===== src/rtl/lifo_stack_pkg.sv =====
// Shared types and helpers for the parametrised LIFO stack.
// Op encoding mirrors the {push,pop} input pair so decode is a plain cast.
package lifo_stack_pkg;

  typedef enum logic [1:0] {
    OP_IDLE = 2'b00,
    OP_POP  = 2'b01,
    OP_PUSH = 2'b10,
    OP_REPL = 2'b11
  } op_e;

  function automatic int cnt_width(input int depth);
    return $clog2(depth + 1);
  endfunction

  function automatic op_e decode_op(input logic push, input logic pop);
    return op_e'({push, pop});
  endfunction

endpackage


===== src/rtl/lifo_stack_ctrl.sv =====
// Stack controller: op decode, occupancy count, flags and error pulses.
// Optional high-water tracking is enabled with LIFO_STACK_WATERMARK_EN.
module lifo_stack_ctrl
  import lifo_stack_pkg::*;
#(
  parameter int DEPTH = 8,
  parameter int CNT_W = cnt_width(DEPTH),
  parameter int IDX_W = $clog2(DEPTH)
) (
  input  logic             clk,
  input  logic             reset,
  input  logic             push,
  input  logic             pop,
`ifdef LIFO_STACK_WATERMARK_EN
  input  logic             hw_clr,
  output logic [CNT_W-1:0] high_water,
`endif
  output logic [CNT_W-1:0] count,
  output logic             empty,
  output logic             full,
  output logic             overflow,
  output logic             underflow,
  output logic             wr_en,
  output logic [IDX_W-1:0] wr_idx,
  output logic [IDX_W-1:0] rd_idx
);

  op_e              op;
  logic [CNT_W-1:0] count_q, count_d;
  logic             ovf_q, ovf_d;
  logic             unf_q, unf_d;
  logic [IDX_W-1:0] top_idx;

  assign op      = decode_op(push, pop);
  assign empty   = (count_q == '0);
  assign full    = (count_q == CNT_W'(DEPTH));
  assign top_idx = IDX_W'(count_q - CNT_W'(1));

  always_comb begin
    count_d = count_q;
    ovf_d   = 1'b0;
    unf_d   = 1'b0;
    wr_en   = 1'b0;
    wr_idx  = IDX_W'(count_q);
    case (op)
      OP_PUSH: begin
        if (full) begin
          ovf_d = 1'b1;
        end else begin
          wr_en   = 1'b1;
          count_d = count_q + CNT_W'(1);
        end
      end
      OP_POP: begin
        if (empty) unf_d = 1'b1;
        else       count_d = count_q - CNT_W'(1);
      end
      OP_REPL: begin
        // Replace-top on an empty stack degenerates into a plain push.
        wr_en = 1'b1;
        if (empty) count_d = count_q + CNT_W'(1);
        else       wr_idx  = top_idx;
      end
      default: ;
    endcase
  end

  always_ff @(posedge clk or negedge reset) begin
    if (!reset) begin
      count_q <= '0;
      ovf_q   <= 1'b0;
      unf_q   <= 1'b0;
    end else begin
      count_q <= count_d;
      ovf_q   <= ovf_d;
      unf_q   <= unf_d;
    end
  end

`ifdef LIFO_STACK_WATERMARK_EN
  logic [CNT_W-1:0] hw_q, hw_d;

  // A clear re-arms the mark at the post-edge occupancy, not at zero.
  always_comb begin
    hw_d = hw_q;
    if (hw_clr)              hw_d = count_d;
    else if (count_d > hw_q) hw_d = count_d;
  end

  always_ff @(posedge clk or negedge reset) begin
    if (!reset) hw_q <= '0;
    else        hw_q <= hw_d;
  end

  assign high_water = hw_q;
`endif

  assign count     = count_q;
  assign overflow  = ovf_q;
  assign underflow = unf_q;
  assign rd_idx    = top_idx;

endmodule


===== src/rtl/lifo_stack_param.sv =====
// Parametrised LIFO stack top: register-array storage plus zero-latency top read.
// push/pop are single-cycle strobes sampled every rising edge with no backpressure;
// a rejected op is reported by an overflow/underflow pulse on the following cycle.
// Optional high-water mark ports are enabled with LIFO_STACK_WATERMARK_EN.
module lifo_stack_param
  import lifo_stack_pkg::*;
#(
  parameter  int DATA_W = 8,
  parameter  int DEPTH  = 8,
  localparam int CNT_W  = cnt_width(DEPTH)
) (
  input  logic              clk,
  input  logic              reset,
  input  logic              push,
  input  logic              pop,
  input  logic [DATA_W-1:0] data_in,
`ifdef LIFO_STACK_WATERMARK_EN
  input  logic              hw_clr,
  output logic [CNT_W-1:0]  high_water,
`endif
  output logic [DATA_W-1:0] data_out,
  output logic [CNT_W-1:0]  count,
  output logic              empty,
  output logic              full,
  output logic              overflow,
  output logic              underflow
);

  localparam int IDX_W = $clog2(DEPTH);

  logic              wr_en;
  logic [IDX_W-1:0]  wr_idx;
  logic [IDX_W-1:0]  rd_idx;
  logic [DATA_W-1:0] mem_q [DEPTH];
  logic [DATA_W-1:0] mem_d [DEPTH];

  lifo_stack_ctrl #(
    .DEPTH (DEPTH),
    .CNT_W (CNT_W),
    .IDX_W (IDX_W)
  ) u_ctrl (
    .clk        (clk),
    .reset      (reset),
    .push       (push),
    .pop        (pop),
`ifdef LIFO_STACK_WATERMARK_EN
    .hw_clr     (hw_clr),
    .high_water (high_water),
`endif
    .count      (count),
    .empty      (empty),
    .full       (full),
    .overflow   (overflow),
    .underflow  (underflow),
    .wr_en      (wr_en),
    .wr_idx     (wr_idx),
    .rd_idx     (rd_idx)
  );

  always_comb begin
    mem_d = mem_q;
    if (wr_en) mem_d[wr_idx] = data_in;
  end

  // Storage is deliberately left out of reset; only count defines validity.
  always_ff @(posedge clk) begin
    mem_q <= mem_d;
  end

  assign data_out = empty ? '0 : mem_q[rd_idx];

endmodule


===== config.mk =====
export PLATFORM = sky130hd
export DESIGN_NAME = lifo_stack_param
export DESIGN_NICKNAME = d
export VERILOG_FILES = /design/src/rtl/lifo_stack_pkg.sv /design/src/rtl/lifo_stack_ctrl.sv /design/src/rtl/lifo_stack_param.sv
export SDC_FILE = /design/constraint.sdc
export NUM_CORES = 1
export LEC_CHECK = 0
export ABC_CLOCK_PERIOD_IN_PS = 2400
export BUFFER_PORTS_ARGS = -buffer_cell sky130_fd_sc_hd__buf_2
export CELL_PAD_IN_SITES_DETAIL_PLACEMENT = 1
export CELL_PAD_IN_SITES_GLOBAL_PLACEMENT = 2
export CORE_MARGIN = 10
export CORE_UTILIZATION = 39
export DETAILED_ROUTE_END_ITERATION = 12
export PLACE_DENSITY = 0.74
export SLEW_MARGIN = 20
export SYNTH_ARGS = -nofsm -noshare
export SYNTH_HDL_FRONTEND = slang
export SYNTH_SLANG_ARGS = --single-unit

===== constraint.sdc =====
create_clock -name clk -period 2.4 [get_ports clk]
set_input_delay 0.12 -clock clk [delete_from_list [all_inputs] [get_ports clk]]
set_output_delay 0.12 -clock clk [all_outputs]
set_load 0.01 [all_outputs]

# Yosys cells after proc, flatten, opt, wreduce, memory -nomap -nowiden
# Cells that the tools add are included.
# word_totals
regBits	70
latchBits	0
ramBits	0
rom_bits	0
inputBits	12
out_inout_bits	16
wordCells	48
n_memories	0
# op_classes
n_addsub	2
n_mul	0
div_mod_pow	0
n_lt_le_gt_ge	3
eq_ne	7
shift	0
mux	19
bitwise_logic	2
reduce_logical	4
# op_table
operator	count
$bwmux 64	1
$mux 8	4
$bmux 8 s3	1
$demux 8 s3	1
$mux 4	3
$pmux 4 s3	1
$ge 4x4->1 const B	2
$not 3->4	2
$mux 3	2
$ne 2x2->1 const B	3
$mux 1	5
$add 4x1->4 const B	1
$eq 2x2->1 const B	2
$eq 4x4->1 const B	1
$logic_not 4->1	1
$lt 4x1->1 const B	1
$reduce_and 4->1	1
$sub 4x1->4 const B	1
$reduce_bool 3->1	1
$eq 2x1->1 const B	1
$pmux 1 s2	1
$logic_and 1x1->1	1

# Depth between registers and ports, before layout
# Gate-level depths: netlist (run 1).
# depth
ltp_word	9
ltp_mapped	10
mapped_depth_nobuf	7

# By module
# From an unflattened synthesis (run 1), not the netlist that was laid out.
# hier_totals
hier_cells	161
hier_area_um2	2966.6
# by_module_without_submodules
module	n_inst	cells_per_inst	area_each_um2	seq_area_each_um2
lifo_stack_param	1	115	2526.2	1921.8
lifo_stack_ctrl	1	46	440.4	150.1

# Worst setup path before layout (run 1)
# Ideal clock, no wire load.
# synth_timing
path_kind	reg2reg
start	register u_ctrl.count_q[0] (netlist: u_ctrl.count[0])
end	register mem_q[0] (netlist name), enable pin
setup_time_ps	370
arrival_ps	2331
required_ps	2030
setup_slack_ps	-301
path_stages_with_launch	10
path_buffers	3
period_less_slack_ps	2701
cell_sequence	dfrtp_1 buf_2 buf_2 inv_2 ha_1 or3b_1 buf_6 a31oi_1 mux2i_1 nor2_1
# synth_between
elab_chain_len	3
# synth_rtl
element	line	rtl
start: declaration	lifo_stack_ctrl.sv:29	logic [CNT_W-1:0] count_q, count_d;
start signal: assignment	lifo_stack_ctrl.sv:74	count_q <= count_d;
$eq 4x4->1	lifo_stack_ctrl.sv:36	assign full = (count_q == CNT_W'(DEPTH));
$mux 1	lifo_stack_ctrl.sv:47	if (full) begin
$pmux 1 s2	lifo_stack_ctrl.sv:45	case (op)
end signal: assignment	lifo_stack_param.sv:67	mem_q <= mem_d;
end: declaration	lifo_stack_param.sv:34	logic [DATA_W-1:0] mem_q [DEPTH];
# Every way passes these cells.
# A chain may end at the register's enable or synchronous reset.

# Final worst setup path (run 1)
# layout_timing
start	register u_ctrl.count_q[1] (netlist: u_ctrl.count[1])
end	register mem_q[35] (netlist name), enable pin
# Same word-level chain as after synthesis.

==> impl_metrics.csv, run 1 <==
group,metric,value,unit
outcome,status,"completed",
placement,place_area,3470,µm²
yosys,yosys-top-cells-area,"edfxtp_1 (63%), mux4_2 (12%), dfrtp_1 (5.0%)",
power_and_ir_drop,p_seq_share,33.6,%
timing,drv_slew,0,
layout,area_growth,22.3,%
layout,fin_area,3710,µm²
setup_path,crit_path_start_kind,"flop",
cts,cts_tree,"yes",
global_routing,grt_max_degree,25,
placement,dp_worst_setup_slack,103,ps
global_routing,grt.overflow.total,0,
worst_hold_path,hold_class,"in2reg",
cts,root_buffer,"clkbuf_8",
power_and_ir_drop,switchingPower,1720,µW
setup_path,path_class,"reg2reg",
cts,cts.reportedPaths.clkPinSlew,80,ps
power_and_ir_drop,power_frac_comb,44.1,%
job,max-cap-violations,0,
floorplan,die_w,108,µm
global_routing,grt_antenna_before_repair,0,
power_and_ir_drop,p_per_area,1290,nW/µm²
setup_path,crit_required,2470,ps
floorplan,die_area,11700,µm²
cts,cts.sink_count,70,
cts,cts-buffers-inserted,9,
timing,grt_setup_unrepaired,"false",
yosys,syn_nets,204,
yosys,synth_top_area_cell,"edfxtp_1",
timing,fin_skew,15.3,ps
timing,fin_setup_tns,0,ps
drt,vias,1814,
drt,drtPass1Iterations,4,
yosys,synth.distinct_cells,41,
yosys,synthFlopType,"edfxtp_1",
floorplan,std_cell_rows,32,
timing,worst_slew_margin_rel,46.8,%
setup_path,cp-end-kind,"flop",
timing,setup_viol,0,
timing,period_share,91.5,%
setup_path,r2r_setup_slack,200,ps
power_and_ir_drop,pwr-share-clk,22.3,%
yosys,synth_warnings,0,
timing,min_period,2200,ps
floorplan,initial_core_util,39.7,%
timing,setup_slack,205,ps
layout,fillCellCount,765,
layout,drive_gt1_share,39.2,%
floorplan,core,7650,µm²
layout,utilization,48.5,%
drt,drtAntennaViolNets,0,
floorplan,die_h,108,µm
timing,tightest_slew,790,ps
timing,hold_violations,0,
drt,wl_per_cell,20.3,µm
power_and_ir_drop,peakVddDrop,0.585,mV
yosys,yosys.area.top_type_share,63.4,%
layout,antenna_cells,0,
placement,port_buffers,27,
yosys,synth_most_common_cell,"edfxtp_1",
cts,clk_latency,350,ps
drt,drt_iter0_drc,37,
yosys,netlist_area,3030,µm²
setup_path,cp_max_fo,6,
global_routing,grt_pass1_vias,2049,
yosys,syn-instance-count,189,
layout,nets,255,
global_routing,track_usage,13.2,%
yosys,ys_ff_latch,70,
cts,htreeDepth,3,
floorplan,io_pins,28,
drt,drt-vias-per-instance,5.23,
yosys,synth-edff-count,64,
setup_path,arrival,2260,ps
timing,fmax,456,MHz
global_routing,grt_pass1_wl,11500,µm
drt,routed_wl,7040,µm
cts,ctsLongestPathBuffers,2,
power_and_ir_drop,switching_share,35.9,%
placement,gp_congestion,0.771,
yosys,postSynthAreaPerCell,16.0,µm²
power_and_ir_drop,total_power,4800,µW
yosys,async_reset_ff_share,8.57,%
drt,post-route-drc-count,0,
power_and_ir_drop,p_leak,0.00132,µW
yosys,synth_commonest_cells,"edfxtp_1 (64), mux4_2 (16), nor2_1 (16), o21ai_0 (16), nand2_1 (10)",
cts,post_cts_buffers,0,
power_and_ir_drop,internal-power,3070,µW
yosys,yosysSeqAreaShare,68.3,%
placement,dp_hpwl,4780,µm
[state kept, by name (all words and copies together), names as in the netlist]
register and count:
mem_q 64, u_ctrl.count 4, u_ctrl.overflow 1, u_ctrl.underflow 1
[cell families (layout without fill, tap and decap cells)]
kind of cell,after synthesis,in the layout,share of synthesized area (%)
muxes,18,18,12.5
xor gates and xnor gates,3,3,0.866
adders and majority gates,3,3,1.24
buffers and inverters,16,72,2.93
DFF,70,70,68.3
and+or+nand+nor,43,43,6.81
AOI/OAI and AO/OA,36,36,7.30
[path summary, 6_finish.rpt]
kind / endpoint / startpoint / cells after the start
worst min register to register: u_ctrl.count[3] / u_ctrl.count[3] / 2
worst max register to register: mem_q[35] / u_ctrl.count[1] / 8
worst min-delay path: mem_q[19] / data_in[3] / 1
max in group asynchronous: u_ctrl.count[0] / reset / 2
min in group asynchronous: u_ctrl.overflow / reset / 2
worst max-delay path: mem_q[35] / u_ctrl.count[1] / 8
[power by group through the flow]
| stage | Combinational [µW] | Clock (µW) | Sequential [µW] |
|---|---|---|---|
| floorplan | 1350 | 0 | 1660 |
| global placement | 2130 | 0 | 1630 |
| detailed placement | 2150 | 0 | 1640 |
| CTS | 2160 | 1090 | 1620 |
| global route | 2350 | 1150 | 1630 |
| finish | 2120 | 1070 | 1610 |
[metal layers]
layer,routed length (µm),part of all wire (%),vias to the layer above,GRT usage (%)
met5,0,0,-,0
met4,60,0.85,0,4.29
met3,269,3.8,7,4.34
met2,3380,48,26,20.7
met1,3330,47,937,17.0
li1,-,-,844,-
[worst max-delay path: stages (launching register included)]
cell	delay, ps
dfrtp_1	400
inv_2	120
ha_4	140
or3b_1	330
buf_4	190
a31oi_4	210
mux2i_1	160
nor2_2	170
buf_4	180
[placed cells by master (no fill, tap or decap), types with 4 or more instances in the layout]
cell type / count
nor2_2: 7
dfrtp_1: 6
nand2_1: 10
nor3_1: 4
edfxtp_1: 64
buf_4: 22
o21ai_0: 15
buf_2: 27
clkbuf_8: 9
nor2_1: 8
mux4_2: 16
o21ai_1: 4
[repair_timing]
| action | 4_1_cts | 5_1_grt |
|---|---|---|
| gates resized for setup | 0 | 1 |
| hold buffers | 1 | 0 |
| endpoints found under the hold margin | 6 | 0 |
| endpoints found under the setup margin | 0 | 8 |
[area by class of cell]
type / instances / area, µm² / share of cell area [%]
timing repair buffer: 50 / 310 / 8.37
multi-input combinational: 103 / 940 / 25.3
inverter: 6 / 37.5 / 1.01
clock buffer: 10 / 128 / 3.44
sequential: 70 / 2070 / 55.9
tap: 102 / 128 / 3.44
clock inverter: 6 / 93.8 / 2.53
[through the flow]
step                      hold WS, ps  instances
after floorplan                  -176        189
after global placement          -37.0        330
after detailed placement        -41.3        330
after CTS                        31.0        347
after global routing             36.1        347
final                            43.2        347
Power figures use the tool's default switching activity.
==> inputs of run 2 (changes only) <==
- CAP_MARGIN: not set -> 0
- CORE_UTILIZATION: 39 -> 40
- CTS_BUF_LIST: not set -> sky130_fd_sc_hd__clkbuf_2
- PLACE_DENSITY: 0.74 -> 0.76
==> impl_metrics.csv, run 2 (synthesis gave the netlist of run 1 again) <==
group,metric,value,unit
global_routing,grt_antenna_before_repair,0,
outcome,status,"completed",
power_and_ir_drop,p_seq_share,32.4,%
drt,drt-vias-per-instance,5.47,
layout,fillCellCount,712,
cts,cts.reportedPaths.clkPinSlew,230,ps
layout,largest_reg_flops,64,
worst_hold_path,hold_class,"in2reg",
drt,routed_wl,7460,µm
timing,tightest_slew,559,ps
layout,area_growth,27.5,%
placement,port_buffers,27,
floorplan,io_pins,28,
cts,clk_latency,520,ps
drt,drtAntennaViolNets,0,
setup_path,arrival,2220,ps
floorplan,die_area,11500,µm²
timing,period_share,97.4,%
timing,min_period,2340,ps
timing,fin_skew,38.4,ps
cts,cts-buffers-inserted,9,
power_and_ir_drop,peakVddDrop,0.674,mV
power_and_ir_drop,p_per_area,1290,nW/µm²
layout,layout_common_cells,"edfxtp_1 (64), buf_2 (27), buf_4 (21)",
drt,drtPass1Iterations,4,
layout,drive_gt1_share,43.8,%
setup_path,crit_start,"u_ctrl.count[1]",
timing,worst_slew_margin_rel,62.5,%
power_and_ir_drop,total_power,4990,µW
setup_path,r2r_start,"u_ctrl.count[0]",
layout,multi_input_area,996,µm²
cts,htreeDepth,3,
cts,root_buffer,"clkbuf_2",
placement,dp.cells,324,
layout,utilization,52.8,%
global_routing,grt_max_degree,25,
layout,nets,270,
floorplan,core,7330,µm²
layout,antenna_cells,0,
cts,cts_tree,"yes",
setup_path,cp-end-kind,"output pin",
global_routing,grt_pass1_vias,2182,
floorplan,std_cell_rows,31,
placement,dp_hpwl,4940,µm
setup_path,crit_required,2280,ps
global_routing,track_usage,13.9,%
floorplan,initial_core_util,41.4,%
drt,drt_iter0_drc,63,
timing,fin_setup_tns,0,ps
power_and_ir_drop,switching_share,37.1,%
worst_hold_path,holdCritStartpoint,"push",
power_and_ir_drop,power_frac_comb,51.8,%
power_and_ir_drop,switchingPower,1850,µW
layout,regArea,2070,µm²
timing,drv_slew,0,
placement,gp_congestion,0.805,
job,max-cap-violations,0,
cts,cts.sink_count,70,
timing,setup_slack,62.8,ps
floorplan,die_h,107,µm
drt,vias,1962,
setup_path,path_class,"reg2out",
power_and_ir_drop,p_leak,0.00139,µW
global_routing,grt_pass1_wl,12200,µm
drt,post-route-drc-count,0,
timing,fmax,428,MHz
global_routing,grt.overflow.total,0,
cts,ctsLongestPathBuffers,2,
setup_path,crit_path_start_kind,"flop",
timing,hold_violations,0,
setup_path,cp_max_fo,8,
timing,setup_viol,0,
drt,wl_per_cell,20.8,µm
placement,dp_worst_setup_slack,18.9,ps
power_and_ir_drop,internal-power,3140,µW
layout,layout_commonest_cell,"edfxtp_1",
setup_path,r2r_setup_slack,140,ps
power_and_ir_drop,pwr-share-clk,15.8,%
layout,regMostFlops,"mem_q",
layout,finalNonFillerCells,359,
floorplan,die_w,107,µm
timing,grt_setup_unrepaired,"true",
[run 2: cell count changes in the layout (fill, tap and decap cells not counted), moves of 2 or more]
cell           previous run  this run
buf_8                     0         3
o21ai_2                   0         9
clkbuf_8                  9         0
clkinv_2                  0         2
o21ai_0                  15         3
dlygate4sd3_1             1        12
o21ai_1                   4         7
clkbuf_2                  0         9
[run 2: final timing paths]
kind / end / depth (start not counted)
max in group asynchronous: u_ctrl.count[2] / 3
hold / removal: u_ctrl.count[3] / 3
setup reg to reg: mem_q[12] / 7
min in group asynchronous: u_ctrl.underflow / 3
setup / recovery: data_out[6] / 8
hold reg to reg: u_ctrl.count[3] / 2
[run 2: final cells by class]
cell class | instances | share of cell area [%]
clock buffers | 9 | 1.16
clock inverters | 7 | 2.49
inverters | 6 | 0.971
multi-input cells | 103 | 25.8
flip-flops and latches | 70 | 53.6
well taps | 99 | 3.20
repair buffers | 65 | 12.8
[run 2: critical path, stage by stage, from the launching register on]
cell,delay [ps]
dfrtp_1,410
inv_2,60
buf_6,120
ha_4,330
buf_8,140
mux4_2,320
o21ai_2,80
nand2_1,80
buf_2,140
[run 2: stage by stage]
stage / hold WS [ps] / area (µm²)
after floorplan: -176 / 3100
after global placement: -47.6 / 3450
after detailed placement: -44.1 / 3450
after CTS: 43.9 / 3780
after global routing: 107 / 3870
final: 92.4 / 3870
[run 2: per-layer routing]
layer  track usage (%)  up-vias  wire, µm  share of wire [%]
met4              6.29        0        91                1.2
met5                 0        -         0                  0
li1                  -      883         -                  -
met2              22.3       46      3800                 51
met1              17.5     1022      3310                 44
met3              3.35       11       253                3.4
[run 2: power by group through the flow]
stage | Clock (µW) | Combinational (µW) | Sequential (µW)
CTS | 805 | 2430 | 1620
floorplan | 0 | 1350 | 1660
detailed placement | 0 | 2110 | 1640
global placement | 0 | 2060 | 1630
global route | 864 | 2810 | 1630
finish | 791 | 2580 | 1620
[run 2: what timing repair did]
item,in CTS,in global routing
hold buffers,12,0
gates cloned,1,0
resized for setup,14,23
setup buffers,2,4
hold endpoints to repair,73,0
setup endpoints to repair,21,67
pin swaps,1,2
